==> src/rtl/afpm_pkg.sv <==
// Shared types and widths for the logarithmic FP16 multiplier datapath.
package afpm_pkg;

    localparam int FP16_W = 16;
    localparam int EXP_W  = 5;
    localparam int MANT_W = 10;
    localparam int BYTE_W = 8;

    typedef enum logic [1:0] {
        CLS_NORM = 2'b00,
        CLS_ZERO = 2'b01,
        CLS_INF  = 2'b10,
        CLS_NAN  = 2'b11
    } fp_cls_e;

    typedef enum logic [1:0] {
        S_LO   = 2'b00,
        S_HI   = 2'b01,
        S_FULL = 2'b10
    } loader_state_e;

endpackage

==> src/rtl/afpm_fp16_classify.sv <==
// Combinational FP16 operand classifier (zero/subnormal, inf, NaN, normal).
// Also used by the result normaliser, so it carries no loader-specific logic.
module afpm_fp16_classify
    import afpm_pkg::*;
(
    input  logic [FP16_W-1:0] fp,
    output fp_cls_e           cls
);

    logic [EXP_W-1:0]  exp_f;
    logic [MANT_W-1:0] mant_f;
    logic              unused_sign;

    assign exp_f       = fp[FP16_W-2 -: EXP_W];
    assign mant_f      = fp[MANT_W-1:0];
    assign unused_sign = fp[FP16_W-1];

    // Decode the exponent/mantissa fields into an operand class.
    always_comb begin
        // NOTE: every output gets a default first so no latch is inferred.
        cls = CLS_NORM;
        if (exp_f == '0) begin
            cls = CLS_ZERO;
        end else if (exp_f == '1) begin
            cls = (mant_f == '0) ? CLS_INF : CLS_NAN;
        end
    end

endmodule

==> src/rtl/afpm_operand_loader.sv <==
// Byte-serial operand loader: assembles FP16 A/B from two 8-bit lanes
// (low byte first) and presents each pair to the core via valid/ready.
// Optional feature macro: AFPM_LOADER_CLASSIFY_EN (operand class decode).
module afpm_operand_loader
    import afpm_pkg::*;
#(
    parameter int HOLD_CYCLES = 2
) (
    input  logic              clk,
    input  logic              rst,
    input  logic              flush,
    input  logic              in_valid,
    output logic              in_ready,
    input  logic [BYTE_W-1:0] in_a,
    input  logic [BYTE_W-1:0] in_b,
    output logic              op_valid,
    input  logic              op_ready,
    output logic [FP16_W-1:0] op_a,
    output logic [FP16_W-1:0] op_b,
    output logic [1:0]        op_cls_a,
    output logic [1:0]        op_cls_b,
    output logic              frame_err
);

    localparam logic [3:0] BEAT_LAST = 4'(HOLD_CYCLES - 1);

    loader_state_e     state_q, state_d;
    logic [3:0]        beat_q, beat_d;
    logic [FP16_W-1:0] op_a_q, op_a_d;
    logic [FP16_W-1:0] op_b_q, op_b_d;
    logic              frame_err_q, frame_err_d;

    // Next-state, beat counting, byte capture and framing-error detection.
    always_comb begin
        state_d     = state_q;
        beat_d      = beat_q;
        op_a_d      = op_a_q;
        op_b_d      = op_b_q;
        frame_err_d = frame_err_q;

        if (flush) begin
            state_d     = S_LO;
            beat_d      = '0;
            frame_err_d = 1'b0;
        end else begin
            case (state_q)
                S_LO, S_HI: begin
                    if (in_valid) begin
                        if (beat_q == BEAT_LAST) begin
                            beat_d = '0;
                            if (state_q == S_LO) begin
                                op_a_d[BYTE_W-1:0] = in_a;
                                op_b_d[BYTE_W-1:0] = in_b;
                                state_d            = S_HI;
                            end else begin
                                op_a_d[FP16_W-1:BYTE_W] = in_a;
                                op_b_d[FP16_W-1:BYTE_W] = in_b;
                                state_d                 = S_FULL;
                            end
                        end else begin
                            beat_d = beat_q + 4'd1;
                        end
                    end else begin
                        // Lanes went idle: abandon any partial pair.
                        beat_d  = '0;
                        state_d = S_LO;
                        if (state_q == S_HI || beat_q != '0) begin
                            frame_err_d = 1'b1;
                        end
                    end
                end
                S_FULL: begin
                    if (op_ready) begin
                        state_d = S_LO;
                    end
                end
                default: state_d = S_LO;
            endcase
        end
    end

    // State and datapath registers.
    always_ff @(posedge clk or posedge rst) begin
        // NOTE: sequential state uses non-blocking assignments only.
        if (rst) begin
            state_q     <= S_LO;
            beat_q      <= '0;
            op_a_q      <= '0;
            op_b_q      <= '0;
            frame_err_q <= 1'b0;
        end else begin
            state_q     <= state_d;
            beat_q      <= beat_d;
            op_a_q      <= op_a_d;
            op_b_q      <= op_b_d;
            frame_err_q <= frame_err_d;
        end
    end

    assign op_valid  = (state_q == S_FULL);
    assign in_ready  = (state_q != S_FULL);
    assign op_a      = op_a_q;
    assign op_b      = op_b_q;
    assign frame_err = frame_err_q;

`ifdef AFPM_LOADER_CLASSIFY_EN
    fp_cls_e     cls_a_q, cls_a_d, cls_new_a;
    fp_cls_e     cls_b_q, cls_b_d, cls_new_b;
    logic        hi_capture;

    // Classify the word as it will be once the high byte lands.
    afpm_fp16_classify u_cls_a (
        .fp  ({in_a, op_a_q[BYTE_W-1:0]}),
        .cls (cls_new_a)
    );

    afpm_fp16_classify u_cls_b (
        .fp  ({in_b, op_b_q[BYTE_W-1:0]}),
        .cls (cls_new_b)
    );

    assign hi_capture = !flush && (state_q == S_HI) && in_valid && (beat_q == BEAT_LAST);

    // Class registers update only together with the high-byte capture.
    always_comb begin
        cls_a_d = cls_a_q;
        cls_b_d = cls_b_q;
        if (hi_capture) begin
            cls_a_d = cls_new_a;
            cls_b_d = cls_new_b;
        end
    end

    // Class output registers.
    always_ff @(posedge clk or posedge rst) begin
        if (rst) begin
            cls_a_q <= CLS_NORM;
            cls_b_q <= CLS_NORM;
        end else begin
            cls_a_q <= cls_a_d;
            cls_b_q <= cls_b_d;
        end
    end

    assign op_cls_a = cls_a_q;
    assign op_cls_b = cls_b_q;
`else
    assign op_cls_a = 2'b00;
    assign op_cls_b = 2'b00;
`endif

endmodule
==> config.mk <==
export PLATFORM = sky130hd
export DESIGN_NAME = afpm_operand_loader
export DESIGN_NICKNAME = d
export VERILOG_FILES = /design/src/rtl/afpm_pkg.sv /design/src/rtl/afpm_fp16_classify.sv /design/src/rtl/afpm_operand_loader.sv
export SDC_FILE = /design/constraint.sdc
export NUM_CORES = 1
export LEC_CHECK = 0
export ABC_CLOCK_PERIOD_IN_PS = 4300
export CORE_ASPECT_RATIO = 0.5
export CORE_MARGIN = 2
export CORE_UTILIZATION = 50
export CTS_BUF_LIST = sky130_fd_sc_hd__clkbuf_4
export CTS_CLUSTER_DIAMETER = 150
export DETAILED_ROUTE_END_ITERATION = 16
export HOLD_SLACK_MARGIN = 0.02
export PLACE_DENSITY = 0.95
export REMOVE_ABC_BUFFERS = 1
export SLEW_MARGIN = 5
export SYNTH_ARGS = -nofsm -noshare
export SYNTH_HDL_FRONTEND = slang
export SYNTH_HIERARCHICAL = 1
export SYNTH_SLANG_ARGS = --single-unit
==> constraint.sdc <==
create_clock -name clk -period 4.3 [get_ports clk]
set_input_delay 0.43 -clock clk [delete_from_list [all_inputs] [get_ports clk]]
set_output_delay 0.43 -clock clk [all_outputs]
set_load 0.005 [all_outputs]
==> metrics.md <==
| Metric | Value |
|---|---|
| Worst skew pair latency | 0.36 ns |
| First-pass GRT wire length | 5623 um |
| Final core utilization | 0.7026 |
| Post CTS Setup Buffer Count | 0 |
| Final Routed Wirelength | 3557 um |
| Status | finished clean |
| Measured slew at the worst slew-check pin | 0.8985 ns |
| CP startpoint kind | flop |
| Sequential element share of the synthesized area | 0.5648 |
| Maximum fanout count along the critical path | 16 |
| Area used by multi-input combinational logic | 666.9 um^2 |
| Count of nets left with antenna violations after detail routing | 0 |
| Share of the synthesized area in the top cell type | 0.5648 |
| Clk_skew | 0.004788 ns |
| Synthesized area | 0.001728 mm^2 |
| Endpoint required time on the critical path | 4.55 ns |
| FMAX | 393.0 MHz |
| Std-Cell Rows | 15 |
| Seq pwr share | 0.455 |
| HP Class | in2async |
| Count of nets after finishing | 197 |
| Top-count cell post-synth | sky130_fd_sc_hd__dfrtp_1 |
| Fin crit period | 2.545 ns |
| Post-Layout Cell Count | 216 |
| Most common library cells after synthesis | sky130_fd_sc_hd__dfrtp_1, sky130_fd_sc_hd__mux2_4, sky130_fd_sc_hd__mux2_2 |
| Number of enable-type register cells in the synthesized netlist | 0 |
| Cts bufs inserted | 5 |
| Switching power share of the total | 0.2225 |
| Number of global-route vias before repair | 1087 |
| Average detailed-routed wire length per instance | 16.47 um |
| Chip Width | 87.14 um |
| Total Negative Setup Slacks | 0 ns |
| Proportion of synthesized flip-flops having asynchronous set or reset | 1.000 |
| Static Leak | 1.121 nW |
| Signed area change from the synthesized netlist to the final layout | 37.36% |
| Number of antenna repair diodes | 0 |
| Count of unique library cells instantiated by Yosys | 29 |
| Initial standard-cell utilization of the core | 0.5115 |
| Kind of end point of the critical path | flop |
| I/O pin total | 60 |
| Clock share of power | 0.307 |
| Number of synthesized register bits | 39 |
| Share of the cycle needed by the critical path after routing | 0.5918 |
| Min setup slack post-route | 1.755 ns |
| Count of final hold-check violations | 0 |
| Fraction of final layout cells sized beyond drive strength 1 | 0.2586 |
| Post-Synthesis Mean Instance Area | 14.90 um^2 |
| Final setup violation count | 0 |
| Buffer depth of the longest clock path | 2 |
| Level count of the clock H-tree | 2 |
| Die height | 45.57 um |
| Number of warnings issued by yosys | 6 |
| RSZ-0062 raised after global routing | no |
| Post-synth top flop | sky130_fd_sc_hd__dfrtp_1 |
| DRC marker count from the first detailed-route iteration | 47 |
| Arrival time of the worst setup path | 2.79 ns |
| Final hold slack | 0.4782 ns |
| Via/cell ratio | 5.023 |
| Master cell of the clock root buffer | sky130_fd_sc_hd__clkbuf_4 |
| Power density of the placed cells | 427.0 mW/mm^2 |
| Post-synth top area cell | sky130_fd_sc_hd__dfrtp_1 |
| RePlAce Congestion | 0.9083 |
| Sw power | 225.5 uW |
| Final-layout fill cell count | 215 |
| Grt total ovfl | 0 |
| First-pass iteration count of the detailed router | 4 |
| Initial antenna violation count | 0 |
| Area used by sequential logic in the layout | 975.9 um^2 |
| Via Count | 1085 |
| Clock Sink Count | 39 |
| Hold-fix buffers at CTS | 0 |
| Pin count of the biggest net entering global routing | 40 |
| Die area | 0.003971 mm^2 |
| Total DRC errors in the routed layout | 0 |
| Internal Dissipation | 787.9 uW |
| Total placed cells including tap cells | 208 |
| Peak ir drop on the vdd network | 0.0001793 V |
| CTS-repair resized insts | 0 |
| Total routing resource utilization after global routing | 0.1996 |
| Count of buffers inserted at the top-level ports | 55 |
| Area of the core | 0.003378 mm^2 |
| Headroom to the max-slew limit | 0.4010 |
| Startpoint-to-endpoint class of the critical path | reg2reg |
| Post-Place Worst Slack | 1.729 ns |
| Clock tree from TritonCTS | built |
| Final Max Slew Viols | 0 |
| Total of max-cap violations | 0 |
| Combinational share of power | 0.238 |
| Leading post-synthesis cells by cell area | sky130_fd_sc_hd__dfrtp_1, sky130_fd_sc_hd__mux2_4, sky130_fd_sc_hd__mux2_2 |
| Clock slew at reported path FFs | 0.11 ns |
| Cell count after synthesis | 116 |
[sequential cells by signal (all words and copies together) (netlist names)]
signal	cells
op_b	16
op_a	16
state_q	2
frame_err	1
beat_q	4
[cell families (layout without fill, tap and decap cells)]
logic type                 count (synthesis)  after routing  share of synthesized area
and+or+nand+nor                           20             20                    0.07820
adders and majority gates                  3              3                    0.02173
AOI/OAI and AO/OA                          7              7                    0.02245
buffers and inverters                     13             68                    0.05575
DFF                                       39             39                     0.5648
xor gates and xnor gates                   1              1                   0.005070
other                                      1              4                   0.002170
muxes                                     32             32                     0.2498
[worst max-delay path: stages (launching register included)]
cell and delay [ns]:
sky130_fd_sc_hd__dfrtp_1 0.43, sky130_fd_sc_hd__inv_1 0.09, sky130_fd_sc_hd__ha_1 0.16, sky130_fd_sc_hd__or3b_4 0.40, sky130_fd_sc_hd__or4_1 0.91, sky130_fd_sc_hd__mux2_4 0.45
[worst paths after layout]
kind                       slack [ns]  depth (start not counted)       end      start
max                              1.76                          5   op_a[0]  beat_q[1]
min                              0.48                          3  op_b[13]        rst
max reg2reg                      1.76                          5   op_a[0]  beat_q[1]
min reg2reg                      0.52                          1  op_b[10]   op_b[10]
max in group asynchronous        3.49                          3   op_a[0]        rst
min in group clk                 0.52                          1  op_b[10]   op_b[10]
[cells in the final DEF, fill, tap and decap left out]
cell / netlist / routed
sky130_fd_sc_hd__clkdlybuf4s50_1: 0 / 55
sky130_fd_sc_hd__dfrtp_1: 39 / 39
sky130_fd_sc_hd__mux2_4: 19 / 19
sky130_fd_sc_hd__mux2_2: 13 / 13
sky130_fd_sc_hd__clkbuf_4: 0 / 6
sky130_fd_sc_hd__a21oi_1: 4 / 4
sky130_fd_sc_hd__inv_1: 4 / 4
sky130_fd_sc_hd__conb_1: 1 / 4
sky130_fd_sc_hd__nand2_1: 3 / 3
sky130_fd_sc_hd__ha_1: 3 / 3
sky130_fd_sc_hd__or4_1: 2 / 2
sky130_fd_sc_hd__nor2_1: 2 / 2
sky130_fd_sc_hd__or4b_2: 2 / 2
sky130_fd_sc_hd__nor2b_1: 2 / 2
sky130_fd_sc_hd__nand3_1: 2 / 2
sky130_fd_sc_hd__bufinv_16: 0 / 2
sky130_fd_sc_hd__or3b_4: 1 / 1
sky130_fd_sc_hd__nand2b_1: 1 / 1
sky130_fd_sc_hd__or4b_4: 1 / 1
sky130_fd_sc_hd__nand4b_1: 1 / 1
sky130_fd_sc_hd__o21ai_0: 1 / 1
sky130_fd_sc_hd__nor3b_1: 1 / 1
sky130_fd_sc_hd__xnor2_1: 1 / 1
sky130_fd_sc_hd__nor3_1: 1 / 1
sky130_fd_sc_hd__a31oi_1: 1 / 1
sky130_fd_sc_hd__o31ai_1: 1 / 1
sky130_fd_sc_hd__or3_1: 1 / 1
sky130_fd_sc_hd__buf_4: 4 / 1
[cell type report]
type / instances / share of cell area
multi-input combinational: 67 / 0.2810
clock buffer: 6 / 0.01898
inverter: 4 / 0.006326
clock inverter: 2 / 0.02530
tap: 42 / 0.02214
sequential: 39 / 0.4112
timing repair buffer: 56 / 0.2351
[power groups by stage]
stage / combinational, mW / clock, mW / sequential, mW
4_1_cts: 0.245 / 0.314 / 0.460
5_1_grt: 0.258 / 0.332 / 0.469
3_3_place_gp: 0.236 / 0 / 0.463
3_5_place_dp: 0.245 / 0 / 0.466
2_1_floorplan: 0.0859 / 0 / 0.466
6_report: 0.242 / 0.311 / 0.461
[metrics by stage]
stage,area (um^2),power (mW)
3_5_place_dp,2268,0.7102
4_1_cts,2374,1.019
2_1_floorplan,1658,0.5517
6_report,2374,1.013
3_3_place_gp,2268,0.6991
5_1_grt,2374,1.059
[metal layers]
metal | vias up | track usage | share of wire
met5 | - | 0 | 0
met2 | 24 | 0.3313 | 0.51
met4 | 0 | 0.09538 | 0.022
met3 | 7 | 0.05616 | 0.034
li1 | 508 | - | -
met1 | 546 | 0.2494 | 0.43
No activity file was read; power rests on OpenSTA's default activity.
==> RTL change 1, RTL diff (same settings) <==
`op_a_q` no longer has a reset.
--- a/src/rtl/afpm_operand_loader.sv
+++ b/src/rtl/afpm_operand_loader.sv
@@ -87,3 +87,2 @@
             beat_q      <= '0;
-            op_a_q      <= '0;
             op_b_q      <= '0;
@@ -93,3 +92,2 @@
             beat_q      <= beat_d;
-            op_a_q      <= op_a_d;
             op_b_q      <= op_b_d;
@@ -97,2 +95,6 @@
         end
+    end
+
+    always_ff @(posedge clk) begin
+        op_a_q <= op_a_d;
     end
Behaviour: differs if rst is asserted again (counterexample within 4 cycles, from zero or initial values and one cycle with rst high); with rst held inactive, the same outputs for 10 cycles.
==> RTL change 1 against the unedited design <==
Cell area fell by 6.9%; total power decreased by 20%; clock skew grew 0.0052 ns; synthesized area down 9.3%; die area is 8.7% lower; worst setup slack improved by 0.085 ns; highest routed layer unchanged; sequential cell count did not move; critical path depth stayed put; wire length down 19%; via count shrank 9.7%.
==> RTL change 1: results (changes against the unedited design) <==
Vias in the first global route: 932 (-14%)
Total number of vias: 980 (-9.7%)
Average cell area after synthesis: 16.0 µm² (+7.4%)
Iteration-0 DRC Markers: 25 (-47%)
CP arrival: 2.69 ns (-0.10 ns)
First-pass GRT wire length: 4540 µm (-19%)
GRT met2 Usage: 27.9% (-5.2 points)
Layout cells sized above 1: 17.7% (-8.1 points)
CP max-delay cell: nor4_4
Post-synth EDFFs: 16 (+16)
Outcome: finished clean
WL met2: 1350 µm (-26%)
Psw: 0.000178 W (-21%)
Post-place setup slack: 1.73 ns (+0.00128 ns)
Clk_skew: 0.00998 ns (+0.00519 ns)
Pin count of the biggest net entering global routing: 24 (-40%)
Met3 GRT Util: 5.52% (-0.092 points)
Nets: 181 (-8.1%)
Crit Reg-Reg Endpoint: op_b[7]$_DFFE_PP0P_
Final WL: 2890 µm (-19%)
Final Wtd Congestion: 0.812 (-11%)
Met3 WL: 189 µm (+57%)
Vias per inst: 4.95 (-1.5%)
Routing usage on met1: 21.1% (-3.8 points)
M1 WL: 1320 µm (-14%)
-- RTL change 1: cell types whose count changed in the layout (fill, tap and decap cells not counted), sizes merged --
| cell | unedited run | this run |
|---|---|---|
| dfrtp | 39 | 23 |
| edfxtp | 0 | 16 |
| mux2 | 32 | 16 |
| clkinv | 0 | 2 |
| buf | 1 | 0 |
| bufinv | 2 | 1 |
| clkbuf | 6 | 5 |
| inv | 4 | 5 |
| nor4 | 0 | 1 |
| or4 | 2 | 1 |
-- RTL change 1: logic make-up after synthesis --
| logic type | Yosys count | synth area share (%) |
|---|---|---|
| AND/OR/NAND/NOR | 20 | 9.50 |
| AO/OA/AOI/OAI | 7 | 2.47 |
| flip-flops | 39 | 67.4 |
| adder cells (fa/ha/maj) | 3 | 2.39 |
| other | 1 | 0.239 |
| multiplexers | 16 | 13.4 |
| buffers and inverters | 11 | 4.07 |
| XOR/XNOR | 1 | 0.559 |
-- RTL change 1: power by group through the flow --
stage	registers, W	clock network [W]	logic (W)
final	0.000437	0.000237	0.000138
after global routing	0.000441	0.000257	0.000148
after CTS	0.000438	0.000239	0.000140
after detailed placement	0.000445	0	0.000139
after global placement	0.000444	0	0.000132
after floorplan	0.000445	0	0.0000432
-- RTL change 1: per-stage QoR --
stage               util (%)  cell area [µm²]  power (W)
global placement        71.3             2130   0.000577
detailed placement      71.3             2130   0.000584
finish                  73.8             2210   0.000812
CTS                     73.8             2210   0.000817
global route            73.8             2210   0.000846
floorplan                  -             1530   0.000489
-- RTL change 1: area by class of cell --
cell class / instances / area [µm²]
Inverter: 5 / 18.8
Tap cell: 40 / 50.0
Sequential cell: 39 / 1060
Fill cell: 190 / 785
Multi-Input combinational cell: 51 / 459
Timing Repair Buffer: 55 / 551
Clock inverter: 3 / 38.8
Clock buffer: 5 / 37.5
==> RTL change 2, RTL diff (same settings) <==
Made on the original files. The option `AFPM_LOADER_CLASSIFY_EN` is turned on by a define.
--- a/src/rtl/afpm_operand_loader.sv
+++ b/src/rtl/afpm_operand_loader.sv
@@ -3,2 +3,4 @@
 // Optional feature macro: AFPM_LOADER_CLASSIFY_EN (operand class decode).
+`define AFPM_LOADER_CLASSIFY_EN
+
 module afpm_operand_loader
Check against the original RTL: not equivalent (a bounded check fails within 10 cycles, from zero or initial values and one cycle with rst high).
==> RTL change 2 against the unedited design <==
Sequential cell count rose by 4; cell count up 17%; synthesized area grew 7.6%; count of clock-buffer cells in the layout did not move; critical path depth did not move; non-clock buffer count grew 5; die area grew 7.1%; total power rose by 5.5%; wire length up 17%; cell area rose by 9.9%; worst hold slack better by 0.019 ns; synthesized cell count is 18% higher; clock skew rose by 0.014 ns; worst setup slack improved by 0.037 ns; largest power group unchanged; highest routed layer unchanged.
==> RTL change 2: results (changes against the unedited design) <==
Outcome: finished clean
Post-place setup slack: 1.68 ns (-0.0496 ns)
Non-clk buf share: 23.2% (-0.30 points)
Layout cells sized above 1: 24.8% (-1.1 points)
Clock network area share: 4.03% (-0.40 points)
Sequential fraction of the synthesis area: 57.9% (+1.4 points)
CP peak stage delay: 0.87 ns (-0.04 ns)
First-pass GRT wire length: 6670 µm (+19%)
Routing usage on met1: 27.7% (+2.7 points)
Critical Path Fanout Max: 16 (unchanged)
Antenna violations before repair: 0 (unchanged)
Fin area: 2610 µm² (+9.9%)
Count of buffers from port buffering: 59 (+7.3%)
Met3 GRT Util: 5.14% (-0.48 points)
WL met2: 2100 µm (+16%)
# fillers: 216 (+0.47%)
Clock sinks: 43 (+10%)
Area contributors post-synth: dfrtp_1 58%, mux2_2 22%, ha_1 2.0%, nand3_1 1.6%, nor4_1 1.3%
P_seq: 0.000509 W (+10%)
Clock network power share: 30.1% (-0.6 points)
Nets: 225 (+14%)
Multi-input logic area: 743 µm² (+11%)
Multi-input comb cells: 86 (+28%)
Average cell area after synthesis: 13.6 µm² (-8.9%)
GRT met2 Usage: 35.5% (+2.4 points)
Final Wtd Congestion: 0.819 (-9.8%)
CP arrival: 2.75 ns (-0.04 ns)
Worst VDD drop: 0.283 mV (+58%)
Leakage: 1.14 nW (+1.3%)
Clk slew on worst S/H paths: 0.14 ns (+0.03 ns)
Non-clock buffers: 61 (+8.9%)
Switching part of the total: 23.9% (+1.6 points)
Iteration-0 DRC Markers: 83 (+77%)
M1 WL: 1850 µm (+20%)
Clk_skew: 0.0185 ns (+0.0137 ns)
Placed Cells incl. Taps: 245 (+18%)
All-Layer GR Usage: 21.0% (+1.1 points)
Sequential share of cell area: 41.2% (+0.13 points)
Top cells by count, synth: 43 x dfrtp_1, 36 x mux2_2, 6 x nand3_1, 6 x nor2_1, 5 x nand2_1
RTL change 2: path summary, 6_finish.rpt:
| check | end | slack [ns] |
|---|---|---|
| hold / removal | op_a[8]$_DFFE_PP0P_ | 0.50 |
| setup / recovery | op_b[3]$_DFFE_PP0P_ | 1.79 |
| max in group asynchronous | op_b[6]$_DFFE_PP0P_ | 3.42 |
| hold reg to reg | op_a[9]$_DFFE_PP0P_ | 0.52 |
| min in group clk | op_a[9]$_DFFE_PP0P_ | 0.52 |
| setup reg to reg | op_b[3]$_DFFE_PP0P_ | 1.79 |
RTL change 2: kinds of logic (layout without fill, tap and decap cells):
kind of cell | Yosys count | after routing | synth area share, %
fa+ha+maj | 3 | 3 | 2.02
flops | 43 | 43 | 57.9
xor+xnor | 1 | 1 | 0.471
compound gates | 9 | 9 | 3.23
buf+inv | 8 | 73 | 2.15
simple gates | 37 | 37 | 12.4
mux | 36 | 36 | 21.8
